===== config.mk =====
export PLATFORM = sky130hd
export DESIGN_NAME = result_drain
export DESIGN_NICKNAME = d
export VERILOG_FILES = /design/src/rtl/sys_pkg.sv /design/src/rtl/result_fifo.sv /design/src/rtl/result_drain.sv
export SDC_FILE = /design/constraint.sdc
export NUM_CORES = 1
export LEC_CHECK = 0
export BUFFER_PORTS_ARGS = -buffer_cell sky130_fd_sc_hd__clkbuf_2
export CORE_UTILIZATION = 33
export DETAILED_ROUTE_END_ITERATION = 8
export PLACE_DENSITY = 0.48
export REMOVE_ABC_BUFFERS = 1
export SETUP_SLACK_MARGIN = 0.3
export SLEW_MARGIN = 25
export SYNTH_ARGS = -nofsm -noshare
export SYNTH_HDL_FRONTEND = slang
export SYNTH_SLANG_ARGS = --single-unit

===== constraint.sdc =====
create_clock -name clk -period 2.8 [get_ports clk]
set_input_delay 0.14 -clock clk [delete_from_list [all_inputs] [get_ports clk]]
set_output_delay 0.14 -clock clk [all_outputs]
set_load 0.01 [all_outputs]

===== src/rtl/sys_pkg.sv =====
// rtl/sys_pkg.sv - shared defaults and FSM encodings for the result drain path
package sys_pkg;

  localparam int DEF_DATA_W     = 16;
  localparam int DEF_ARRAY_SIZE = 2;
  localparam int DEF_FIFO_DEPTH = 8;
  localparam int DEF_ADDR_W     = 10;

  localparam logic [1:0] ST_IDLE  = 2'd0;
  localparam logic [1:0] ST_DRAIN = 2'd1;
  localparam logic [1:0] ST_DONE  = 2'd2;

  function automatic int idx_w(input int n);
    return (n > 1) ? $clog2(n) : 1;
  endfunction

endpackage


===== src/rtl/result_fifo.sv =====
// rtl/result_fifo.sv - synchronous first-word-fall-through FIFO, one per array column
module result_fifo
  import sys_pkg::*;
#(
  parameter int W     = DEF_DATA_W,
  parameter int DEPTH = DEF_FIFO_DEPTH
) (
  input  logic         clk,
  input  logic         rst_n,
  input  logic         push,
  input  logic [W-1:0] din,
  input  logic         pop,
  output logic [W-1:0] dout,
  output logic         full,
  output logic         empty
);

  localparam int AW = idx_w(DEPTH);

  logic [W-1:0] mem_q [DEPTH];
  logic [W-1:0] mem_d [DEPTH];
  logic [AW:0]  wr_ptr_q, wr_ptr_d;
  logic [AW:0]  rd_ptr_q, rd_ptr_d;
  logic         do_push, do_pop;

  // Extra pointer bit distinguishes full from empty when the indices match.
  assign empty   = (wr_ptr_q == rd_ptr_q);
  assign full    = (wr_ptr_q[AW] != rd_ptr_q[AW]) && (wr_ptr_q[AW-1:0] == rd_ptr_q[AW-1:0]);
  assign dout    = mem_q[rd_ptr_q[AW-1:0]];
  assign do_pop  = pop && !empty;
  assign do_push = push && (!full || do_pop);

  always_comb begin
    mem_d    = mem_q;
    wr_ptr_d = wr_ptr_q;
    rd_ptr_d = rd_ptr_q;
    if (do_push) begin
      mem_d[wr_ptr_q[AW-1:0]] = din;
      wr_ptr_d                = wr_ptr_q + (AW+1)'(1);
    end
    if (do_pop) begin
      rd_ptr_d = rd_ptr_q + (AW+1)'(1);
    end
  end

  always_ff @(posedge clk or negedge rst_n) begin
    if (!rst_n) begin
      for (int i = 0; i < DEPTH; i++) mem_q[i] <= '0;
      wr_ptr_q <= '0;
      rd_ptr_q <= '0;
    end else begin
      mem_q    <= mem_d;
      wr_ptr_q <= wr_ptr_d;
      rd_ptr_q <= rd_ptr_d;
    end
  end

endmodule


===== src/rtl/result_drain.sv =====
// rtl/result_drain.sv - drains per-column result FIFOs row-major into result SRAM
// Optional RESULT_RELU_EN: words with the sign bit set are written as zero.
module result_drain
  import sys_pkg::*;
#(
  parameter int DATA_W     = DEF_DATA_W,
  parameter int ARRAY_SIZE = DEF_ARRAY_SIZE,
  parameter int FIFO_DEPTH = DEF_FIFO_DEPTH,
  parameter int ADDR_W     = DEF_ADDR_W
) (
  input  logic                         clk,
  input  logic                         rst_n,
  input  logic [ARRAY_SIZE-1:0]        res_valid,
  input  logic [ARRAY_SIZE*DATA_W-1:0] res_data,
  input  logic                         write_start,
  input  logic [ADDR_W-1:0]            base_addr,
  input  logic [7:0]                   row_count,
  output logic                         sram_wr,
  output logic [ADDR_W-1:0]            sram_addr,
  output logic [DATA_W-1:0]            sram_wdata,
  output logic                         busy,
  output logic                         write_done,
  output logic                         overflow
);

  localparam int COL_W = idx_w(ARRAY_SIZE);

  logic [ARRAY_SIZE-1:0] fifo_full, fifo_empty, fifo_pop;
  logic [DATA_W-1:0]     fifo_dout [ARRAY_SIZE];

  for (genvar c = 0; c < ARRAY_SIZE; c++) begin : g_col
    result_fifo #(
      .W     (DATA_W),
      .DEPTH (FIFO_DEPTH)
    ) u_fifo (
      .clk   (clk),
      .rst_n (rst_n),
      .push  (res_valid[c]),
      .din   (res_data[c*DATA_W +: DATA_W]),
      .pop   (fifo_pop[c]),
      .dout  (fifo_dout[c]),
      .full  (fifo_full[c]),
      .empty (fifo_empty[c])
    );
  end

  logic [1:0]        state_q, state_d;
  logic [7:0]        row_q, row_d;
  logic [COL_W-1:0]  col_q, col_d;
  logic [ADDR_W-1:0] base_q, base_d;
  logic [7:0]        rows_q, rows_d;
  logic              done_q, done_d;
  logic              ovf_q, ovf_d;
  logic              wr_q, wr_d;
  logic [ADDR_W-1:0] addr_q, addr_d;
  logic [DATA_W-1:0] wdata_q, wdata_d;
  logic              cur_empty;
  logic [DATA_W-1:0] pop_word, wr_word;

  always_comb begin
    cur_empty = 1'b1;
    pop_word  = '0;
    for (int c = 0; c < ARRAY_SIZE; c++) begin
      if (col_q == COL_W'(c)) begin
        cur_empty = fifo_empty[c];
        pop_word  = fifo_dout[c];
      end
    end
`ifdef RESULT_RELU_EN
    wr_word = pop_word[DATA_W-1] ? '0 : pop_word;
`else
    wr_word = pop_word;
`endif
  end

  always_comb begin
    state_d  = state_q;
    row_d    = row_q;
    col_d    = col_q;
    base_d   = base_q;
    rows_d   = rows_q;
    done_d   = done_q;
    addr_d   = addr_q;
    wdata_d  = wdata_q;
    wr_d     = 1'b0;
    fifo_pop = '0;
    case (state_q)
      ST_IDLE: begin
        if (write_start) begin
          base_d  = base_addr;
          rows_d  = row_count;
          done_d  = 1'b0;
          row_d   = '0;
          col_d   = '0;
          state_d = (row_count == 8'd0) ? ST_DONE : ST_DRAIN;
        end
      end
      ST_DRAIN: begin
        // Columns are serviced strictly in order; an empty column stalls the drain.
        if (!cur_empty) begin
          fifo_pop = ARRAY_SIZE'(1) << col_q;
          wr_d     = 1'b1;
          addr_d   = base_q + ADDR_W'(row_q) * ADDR_W'(ARRAY_SIZE) + ADDR_W'(col_q);
          wdata_d  = wr_word;
          if (col_q == COL_W'(ARRAY_SIZE - 1)) begin
            col_d = '0;
            row_d = row_q + 8'd1;
            if (row_q == rows_q - 8'd1) state_d = ST_DONE;
          end else begin
            col_d = col_q + COL_W'(1);
          end
        end
      end
      ST_DONE: begin
        done_d  = 1'b1;
        state_d = ST_IDLE;
      end
      default: state_d = ST_IDLE;
    endcase
    ovf_d = ovf_q | (|(res_valid & fifo_full & ~fifo_pop));
  end

  always_ff @(posedge clk or negedge rst_n) begin
    if (!rst_n) begin
      state_q <= ST_IDLE;
      row_q   <= '0;
      col_q   <= '0;
      base_q  <= '0;
      rows_q  <= '0;
      done_q  <= 1'b0;
      ovf_q   <= 1'b0;
      wr_q    <= 1'b0;
      addr_q  <= '0;
      wdata_q <= '0;
    end else begin
      state_q <= state_d;
      row_q   <= row_d;
      col_q   <= col_d;
      base_q  <= base_d;
      rows_q  <= rows_d;
      done_q  <= done_d;
      ovf_q   <= ovf_d;
      wr_q    <= wr_d;
      addr_q  <= addr_d;
      wdata_q <= wdata_d;
    end
  end

  assign sram_wr    = wr_q;
  assign sram_addr  = addr_q;
  assign sram_wdata = wdata_q;
  assign busy       = (state_q == ST_DRAIN);
  assign write_done = done_q;
  assign overflow   = ovf_q;

endmodule


Word-level counts from Yosys, hierarchy flattened

Index checks and enable logic that the tools add are counted.

$add $sub $neg: 9
Bitwise operators: 9
Muxes and demuxes: 33
Reduce and logical (&&, ||, !) cells: 25
Order comparisons: 6
Shift operators: 1
Eq/ne operators: 13

Operators by type and width:

| cell                | number |
|---|---|
| $bwmux 128          | 2 |
| $mux 16             | 7 |
| $bmux 16 s3         | 2 |
| $demux 16 s3        | 2 |
| $mux 8              | 3 |
| $add 4x1->4 const B | 4 |
| $ge 4x4->1 const B  | 4 |
| $not 3->4           | 4 |
| $pmux 8 s2          | 1 |
| $mux 2              | 7 |
| $add 10x1->10       | 1 |
| $add 10x9->10       | 1 |
| $add 8x1->8 const B | 1 |
| $eq 4x4->1          | 2 |
| $eq 8x8->1          | 1 |
| $logic_and 1x1->1   | 8 |
| $logic_not 8->1     | 1 |
| $lt 4x1->1 const B  | 2 |
| $reduce_and 4->1    | 2 |
| $sub 8x1->8 const B | 1 |
| $eq 3x3->1          | 2 |
| $mux 1              | 6 |
| $reduce_and 2->1    | 3 |
| $and 2x2->2         | 2 |
| 18 further kinds    | 27 |

Bits in registers: 330
Input port bits: 55
Output and inout port bits: 30

Depth between registers and ports, before layout

Gate-level depths: netlist of the first run.

Depth after elaboration: 8
Depth in mapped cells: 9
Gate-level depth less buffers: 8

Cells and area by module

From an unflattened synthesis of the first run, not the netlist that was laid out.

Cells, all modules: 1051
Area total of the unflattened synthesis: 15633.7 µm²

By module, submodules not included:

| module                         | cells an instance | seq. area each (µm²) | area an instance (µm²) | instances |
|---|---|---|---|---|
| result_fifo at g_col[0].u_fifo | 381               | 3403.3               | 6308.6                 | 1 |
| result_fifo at g_col[1].u_fifo | 381               | 3403.3               | 6298.5                 | 1 |
| result_drain                   | 289               | 1451.4               | 3026.7                 | 1 |

Worst setup path after synthesis of the first run

No wires, ideal clock.

Path type: register to register
Start point: register g_col[0].u_fifo.rd_ptr_q[1]
End point: register g_col[0].u_fifo.mem_q[10] (netlist bit)
Library setup time: 125 ps
Arrival: 1936 ps
Setup slack: 739 ps
Cell stages (with the launch flop): 9
Clock period less this slack: 2061 ps
Path through: dfrtp_1 -> buf_2 -> xnor2_1 -> nand3_1 -> or2_1 -> buf_6 -> nand3_2 -> buf_2 -> mux2_2

Word-level cells in the longest chain between the ends: 7
Elaborated cells between the ends (all ways): 11
Classes of those cells: 2 x eq/ne; 3 x mux; 6 x reduce/logical

Ends and longest elaborated chain:

| element                | line                | text |
|---|---|---|
| from (decl)            | result_fifo.sv:23   | `logic [AW:0] rd_ptr_q, rd_ptr_d;` |
| from (signal assigned) | result_fifo.sv:54   | `rd_ptr_q <= rd_ptr_d;` |
| $eq 4x4->1             | result_fifo.sv:27   | `assign empty = (wr_ptr_q == rd_ptr_q);` |
| $mux 1                 | result_drain.sv:64  | `if (col_q == COL_W'(c)) begin` |
| $mux 2                 | result_drain.sv:100 | `if (!cur_empty) begin` |
| $mux 2                 | result_drain.sv:87  | `case (state_q)` |
| $logic_and 1x1->1      | result_fifo.sv:30   | `assign do_pop = pop && !empty;` |
| $logic_or 1x1->1 *     | result_fifo.sv:31   | `assign do_push = push && (!full \|\| do_pop);` |
| $logic_and 1x1->1 *    | result_fifo.sv:31   |  |
| to (signal assigned)   | result_fifo.sv:52   | `mem_q <= mem_d;` |
| to (decl)              | result_fifo.sv:20   | `logic [W-1:0] mem_q [DEPTH];` |

Every way passes the cells marked *; elsewhere a longest branch is shown, timed or not.
A chain may end at the register's enable or synchronous reset.

Worst setup path in the final report of the first run

Start point: register g_col[0].u_fifo.wr_ptr_q[3]
End point: register g_col[0].u_fifo.mem_q[105] (netlist bit)

Word-level cells in the longest chain between the ends: 7
Elaborated cells between the ends (all ways): 11
Classes of those cells: 2 x eq/ne; 3 x mux; 6 x reduce/logical

Ends and longest elaborated chain:

| element                | line                | text |
|---|---|---|
| from (decl)            | result_fifo.sv:22   | `logic [AW:0] wr_ptr_q, wr_ptr_d;` |
| from (signal assigned) | result_fifo.sv:53   | `wr_ptr_q <= wr_ptr_d;` |
| $eq 4x4->1             | result_fifo.sv:27   |  |
| $mux 1                 | result_drain.sv:64  |  |
| $mux 2                 | result_drain.sv:100 |  |
| $mux 2                 | result_drain.sv:87  |  |
| $logic_and 1x1->1      | result_fifo.sv:30   |  |
| $logic_or 1x1->1 *     | result_fifo.sv:31   |  |
| $logic_and 1x1->1 *    | result_fifo.sv:31   |  |

Marks and branches as above.

==> flow_summary_export.csv, run 1 <==
group,metric,value,unit
clock_tree,post_cts_buffers,0,
setup_path,crit_fanout,16,
setup_path,r2r_setup_slack,380,ps
floorplanning,die_h,218,um
yosys,async_flop_share,100,%
clock_tree,cts_max_path_buffers,3,
sta,timing.final.crit_share,86.4,%
placement,port-buffer-count,84,
cells_and_area,design_area,18400,um^2
detailed_routing,drc,0,
placement,place_hpwl,22500,um
yosys,synth_edf_count,0,
setup_path,end_kind,"flip-flop",
clock_tree,htreeDepth,2,
floorplanning,rows,78,
yosys,synth_top_cell_by_area,"dfrtp_1",
clock_tree,worst_skew_pair.late_latency,570,ps
cells_and_area,area_growth,19.7,%
clock_tree,cts-root-buf,"clkbuf_16",
yosys,ys_seq_area_share,53.6,%
setup_path,required,3250,ps
yosys,ys_ff_latch,330,
sta,grt_setup_unrepaired,"true",
floorplanning,start_util,33.7,%
detailed_routing,routed_wl,36400,um
clock_tree,clkTransAtPathRegs,60,ps
detailed_routing,drtAntennaViolNets,0,
global_routing,grt_use_met3,2.48,%
sta,fmax,414,MHz
detailed_routing,num_vias,9333,
global_routing,grt_pass1_vias,9955,
sta,fin_setup_tns,0,ps
cells_and_area,drive_gt1_share,41.9,%
clock_tree,cts_buffers,39,
sta,final_hold_viol_count,0,
global_routing,grt_overflow,0,
cells_and_area,layout.cells.non_filler,1872,
cells_and_area,nNetsFinal,1315,
detailed_routing,wl_per_cell,19.5,um
setup_path,startpoint,"g_col[0].u_fifo.wr_ptr_q[3]",
setup_path,startpoint_type,"flip-flop",
global_routing,grt_usage,16.1,%
global_routing,busiest_layer,"met2",
global_routing,grt_max_degree,82,
pwr,ir_worst_vdd,0.545,mV
setup_path,rr_worst_depth,5,
yosys,synth_cells,1095,
sta,worst_slack,382,ps
detailed_routing,vias_per_cell,4.99,
global_routing,use_met1,22.6,%
yosys,syn_area,15400,um^2
floorplanning,die_area,47500,um^2
yosys,post_synth.cell_area_avg,14.1,um^2
detailed_routing,drtIter0Drc,442,
global_routing,grt_use_met2,25.3,%
yosys,yosys-top-cells-count,"330 x dfrtp_1, 268 x mux2_2, 114 x nand2_1",
yosys,yosysMostFrequentCell,"dfrtp_1",
setup_path,arrival,2860,ps
clock_tree,cts_tree,"built",
sta,fin_skew,16.3,ps
global_routing,grt_pass1_wl,58900,um
setup_path,rr_endpoint,"g_col[0].u_fifo.mem_q[105]",
cells_and_area,utilization,40.4,%
floorplanning,die_w,218,um
global_routing,antenna_found_initial,1,
setup_path,path_class,"flip-flop to flip-flop",
floorplanning,coreArea,45700,um^2
clock_tree,cts.sinks,330,
yosys,synth_top_area_share,53.6,%
yosys,synthTopCellsByArea,"dfrtp_1 54%, mux2_2 20%, mux4_2 9.4%",
pwr,p_leak,7.96,nW
status,status,"finished, final reports clean",
sta,setup_viol,0,
sta,slew_headroom,49.2,%
cells_and_area,diodes,0,
floorplanning,io_pins,85,
job,cap_violations,0,
sta,worst_slew_pin_slew,762,ps
sta,finalCriticalPeriod,2420,ps
sta,slew_violations,0,
yosys,yosys_warnings,0,
yosys,synth_cell_types,53,
setup_path,reg2reg_from,"g_col[0].u_fifo.wr_ptr_q[3]",
placement,place.gp.congestion,0.753,
placement,pre_cts_slack,366,ps
placement,placed_area,16600,um^2
hold_path,hold_class,"input port to asynchronous set/reset pin",
yosys,ys.flop_type,"dfrtp_1",
detailed_routing,drt_first_pass_iters,4,
pwr,powerDensity,1250,nW/um^2
placement,dp_cells,1749,
report_power, final:
part,leakage (nW),switching (mW),total [mW],internal [mW]
clock network,0.607,2.06,4.95,2.89
registers,3.98,1.41,8.62,7.21
logic,3.38,4.33,9.56,5.23
total,7.96,7.79,23.1,15.3
what timing repair did:
action,in CTS,in global routing
hold buffers,54,0
hold endpoints to repair,360,0
gates resized for setup,0,2
setup endpoints to repair,0,46
worst max-delay path: stages, from the launching register on:
cell	delay [ps]
dfrtp_1	400
xnor2_1	300
a21o_1	140
or2_1	350
nand3_2	620
mux2_2	500
metrics by stage:
stage,hold slack [ps],total power [mW]
final,159,23.1
after global routing,244,24.8
after CTS,222,23.5
after detailed placement,214,18.4
after global placement,217,18.1
after floorplan,-156,15.2
final cells by class:
type | count | area, um^2
Timing Repair Buffer | 172 | 1350
Fill cell | 4316 | 27200
Clock inverter | 6 | 66.3
Sequential cell | 330 | 8260
Clock buffer | 63 | 1180
Inverter | 18 | 67.6
Multi-Input combinational cell | 683 | 6760
Tap cell | 600 | 751
logic make-up (layout without fill, tap and decap cells):
kind of cell,Yosys count,after routing,synth area share [%]
AOI/OAI and AO/OA,84,84,3.19
DFF,330,330,53.6
adders and majority gates,16,16,1.35
xor gates and xnor gates,34,34,1.93
buffers and inverters,82,259,2.67
muxes,362,362,31.2
and+or+nand+nor,187,187,6.00
sequential cells by signal, indices dropped and copies added, names as in the netlist:
name	cells
row_q	8
g_col.u_fifo.mem_q	256
sram_addr	10
rows_q	8
g_col.u_fifo.rd_ptr_q	8
write_done	1
sram_wr	1
base_q	10
col_q	1
overflow	1
g_col.u_fifo.wr_ptr_q	8
sram_wdata	16
state_q	2
routing by layer:
layer / wire [um] / part of all wire [%]
met1: 17400 / 48
met2: 16900 / 46
met3: 1300 / 3.6
met4: 819 / 2.2
met5: 17 / 0.047
cell usage in the layout (no fill, tap or decap), types with 4 or more instances in the layout:
cell type,n
dfrtp_1,328
mux2_2,268
nand2_1,114
clkbuf_2,83
mux4_2,64
dlygate4sd3_1,54
o21ai_0,47
clkbuf_16,39
xnor2_1,24
buf_4,24
mux2i_1,20
inv_1,18
ha_1,15
nor2_1,14
clkbuf_1,13
a21oi_1,11
clkbuf_8,11
xor2_1,10
mux2_4,10
buf_12,10
nand3_1,8
nand3_2,6
and3b_1,6
nor3_1,6
nand4_1,5
o21a_1,4
worst max-delay path by stage:
stage,cells past startpoint,slack [ps],endpoint
after global routing,5,230,g_col[0].u_fifo.mem_q[107]
final,5,380,g_col[0].u_fifo.mem_q[105]
after CTS,5,370,g_col[0].u_fifo.mem_q[71]
after detailed placement,5,370,g_col[0].u_fifo.mem_q[77]
after global placement,5,390,g_col[0].u_fifo.mem_q[65]
after floorplan,4,-1290,sram_addr[0]
Note: power is estimated with default switching activity, not from simulation.
==> run 2, diff against run 1 <==
--- a/config.mk
+++ b/config.mk
@@ -8,7 +8,7 @@
 export BUFFER_PORTS_ARGS = -buffer_cell sky130_fd_sc_hd__clkbuf_2
 export CORE_UTILIZATION = 33
 export DETAILED_ROUTE_END_ITERATION = 8
-export PLACE_DENSITY = 0.48
+export PLACE_DENSITY = 0.51
 export REMOVE_ABC_BUFFERS = 1
 export SETUP_SLACK_MARGIN = 0.3
 export SLEW_MARGIN = 25
==> run 2 against run 1 <==
Cell area up 0.52%. Flip-flop and latch count unchanged. Critical path depth up 2. Utilization up 0.21 points. Fmax up 1.3%. Register-to-register slack better by 30 ps. Routed wire length down 1.8%. Cell count up 0.32%. Die area unchanged.
==> flow_summary_export.csv, run 2 (synthesis gave the netlist of run 1 again) <==
group,metric,value,unit
setup_path,path_class,"flip-flop to flip-flop",
floorplanning,die_w,218,um
cells_and_area,design_area,18500,um^2
detailed_routing,routed_wl,35800,um
setup_path,crit_slowest_cell,"nand3_2",
setup_path,required,3240,ps
setup_path,timing.critical_path.buf_inv,2,
global_routing,grt_usage,15.7,%
sta,slew_violations,0,
global_routing,grt_overflow,0,
setup_path,critPathTopFamily,"simple AND/OR/NAND/NOR gates",
setup_path,endpoint,"g_col[0].u_fifo.mem_q[102]",
detailed_routing,drtAntennaViolNets,0,
sta,slew_headroom,49.1,%
detailed_routing,drc,0,
cells_and_area,num-fill-cells,4305,
detailed_routing,wl_per_cell,19.0,um
setup_path,crit_cells,7,
sta,final_hold_viol_count,0,
sta,fin_skew,26.5,ps
cells_and_area,diodes,0,
placement,place.gp.congestion,0.771,
cells_and_area,layout.cells.non_filler,1878,
sta,worst_slew_pin_slew,761,ps
pwr,pwr-share-comb,40.8,%
floorplanning,start_util,33.7,%
pwr,ir_worst_vdd,0.505,mV
setup_path,slowest_delay,440,ps
pwr,clockPowerShare,22.0,%
clock_tree,worst_skew_pair.late_latency,560,ps
hold_path,hold_class,"input port to asynchronous set/reset pin",
clock_tree,htreeDepth,2,
pwr,p_leak,8.02,nW
job,cap_violations,0,
floorplanning,io_pins,85,
cells_and_area,utilization,40.6,%
setup_path,end_kind,"flip-flop",
clock_tree,cts-root-buf,"clkbuf_16",
detailed_routing,vias_per_cell,4.93,
cells_and_area,regMostFlops,"g_col.u_fifo.mem_q",
floorplanning,coreArea,45700,um^2
global_routing,antenna_found_initial,1,
cells_and_area,layout_commonest_cell,"dfrtp_1",
pwr,switchingPower,7.74,mW
setup_path,arrival,2830,ps
sta,timing.final.crit_share,85.3,%
cells_and_area,area_growth,20.3,%
floorplanning,rows,78,
status,status,"finished, final reports clean",
setup_path,crit_fanout,9,
setup_path,startpoint_type,"flip-flop",
clock_tree,clkTransAtPathRegs,60,ps
placement,placed_area,16700,um^2
sta,setup_viol,0,
detailed_routing,drt_first_pass_iters,4,
sta,grt_setup_unrepaired,"true",
pwr,switching_share,33.4,%
placement,dp_cells,1751,
pwr,power.share.sequential,37.2,%
global_routing,grt_pass1_vias,9672,
floorplanning,die_h,218,um
floorplanning,die_area,47500,um^2
pwr,powerDensity,1250,nW/um^2
cells_and_area,largest_reg_flops,256,
clock_tree,cts_tree,"built",
cells_and_area,drive_gt1_share,42.4,%
setup_path,rr_worst_depth,7,
cells_and_area,layout_common_cells,"328 x dfrtp_1, 268 x mux2_2, 114 x nand2_1",
setup_path,rr_endpoint,"g_col[0].u_fifo.mem_q[102]",
setup_path,startpoint,"state_q[0]",
sta,finalCriticalPeriod,2390,ps
setup_path,cp_cell_sequence,"nor2b_1, buf_4, a21o_1, or2_1, nand3_2, buf_12, mux2_2",
cells_and_area,nNetsFinal,1320,
placement,place_hpwl,22500,um
clock_tree,cts_buffers,40,
setup_path,reg2reg_from,"state_q[0]",
sta,fmax,419,MHz
placement,port-buffer-count,84,
clock_tree,cts.sinks,330,
detailed_routing,num_vias,9263,
global_routing,grt_max_degree,90,
detailed_routing,drtIter0Drc,463,
clock_tree,cts_max_path_buffers,3,
global_routing,grt_pass1_wl,57300,um
setup_path,r2r_setup_slack,410,ps
pwr,cellInternalPower,15.4,mW
run 2: cell types whose count changed in the layout (fill, tap and decap cells not counted), sizes merged:
| cell | previous run | this run |
|---|---|---|
| clkinv | 2 | 7 |
| buf | 35 | 39 |
| clkbuf | 146 | 144 |
| inv | 21 | 19 |
| bufinv | 0 | 1 |
run 2: worst reg2reg max path: stages (launching register included):
cell     delay [ps]
dfrtp_1         430
nor2b_1         170
buf_4           190
a21o_1          150
or2_1           330
nand3_2         440
buf_12          310
mux2_2          270
run 2: power groups by stage:
stage               Clock [mW]  Combinational [mW]  Sequential (mW)
finish                    5.09                9.47             8.63
global route              5.46                10.4             8.97
CTS                       5.27                9.68             8.64
detailed placement           0                9.58             8.69
global placement             0                9.41             8.64
floorplan                    0                6.45             8.77
run 2: what timing repair did:
action / 4_1_cts / 5_1_grt
buffers inserted: 0 / 2
setup endpoints to repair: 18 / 92
hold buffers: 54 / 0
resized for setup: 2 / 0
endpoints found under the hold margin: 366 / 0
run 2: layer usage:
metal,GRT usage [%],vias up,share of wire [%]
li1,-,4295,-
met1,22.7,4766,49
met2,24.0,146,45
met3,2.52,54,3.9
met4,4.92,2,2.1
met5,0,-,0.036
run 2: area by class of cell:
cell class / count / area [um^2] / area share, %
flip-flops and latches: 330 / 8260 / 44.6
multi-input cells: 683 / 6760 / 36.5
repair buffers: 176 / 1380 / 7.45
clock buffers: 61 / 1190 / 6.42
well taps: 600 / 751 / 4.05
clock inverters: 10 / 118 / 0.635
inverters: 18 / 67.6 / 0.365
run 2: how the worst min path moves through the flow:
stage	endpoint	cells past startpoint
3_3_place_gp	g_col[0].u_fifo.mem_q[25]	1
6_report	g_col[0].u_fifo.mem_q[90]	2
3_5_place_dp	g_col[0].u_fifo.mem_q[25]	1
5_1_grt	g_col[0].u_fifo.rd_ptr_q[3]	2
4_1_cts	sram_wdata[11]	2
2_1_floorplan	base_q[0]	0
run 2: through the flow:
stage / hold WS, ps / TNS, ps / setup slack [ps] / power, mW
after floorplan: -156 / -97640 / -1290 / 15.2
after global placement: 227 / 0 / 325 / 18.0
after detailed placement: 240 / 0 / 288 / 18.3
after CTS: 269 / 0 / 327 / 23.6
after global routing: 305 / 0 / 213 / 24.8
final: 234 / 0 / 412 / 23.2
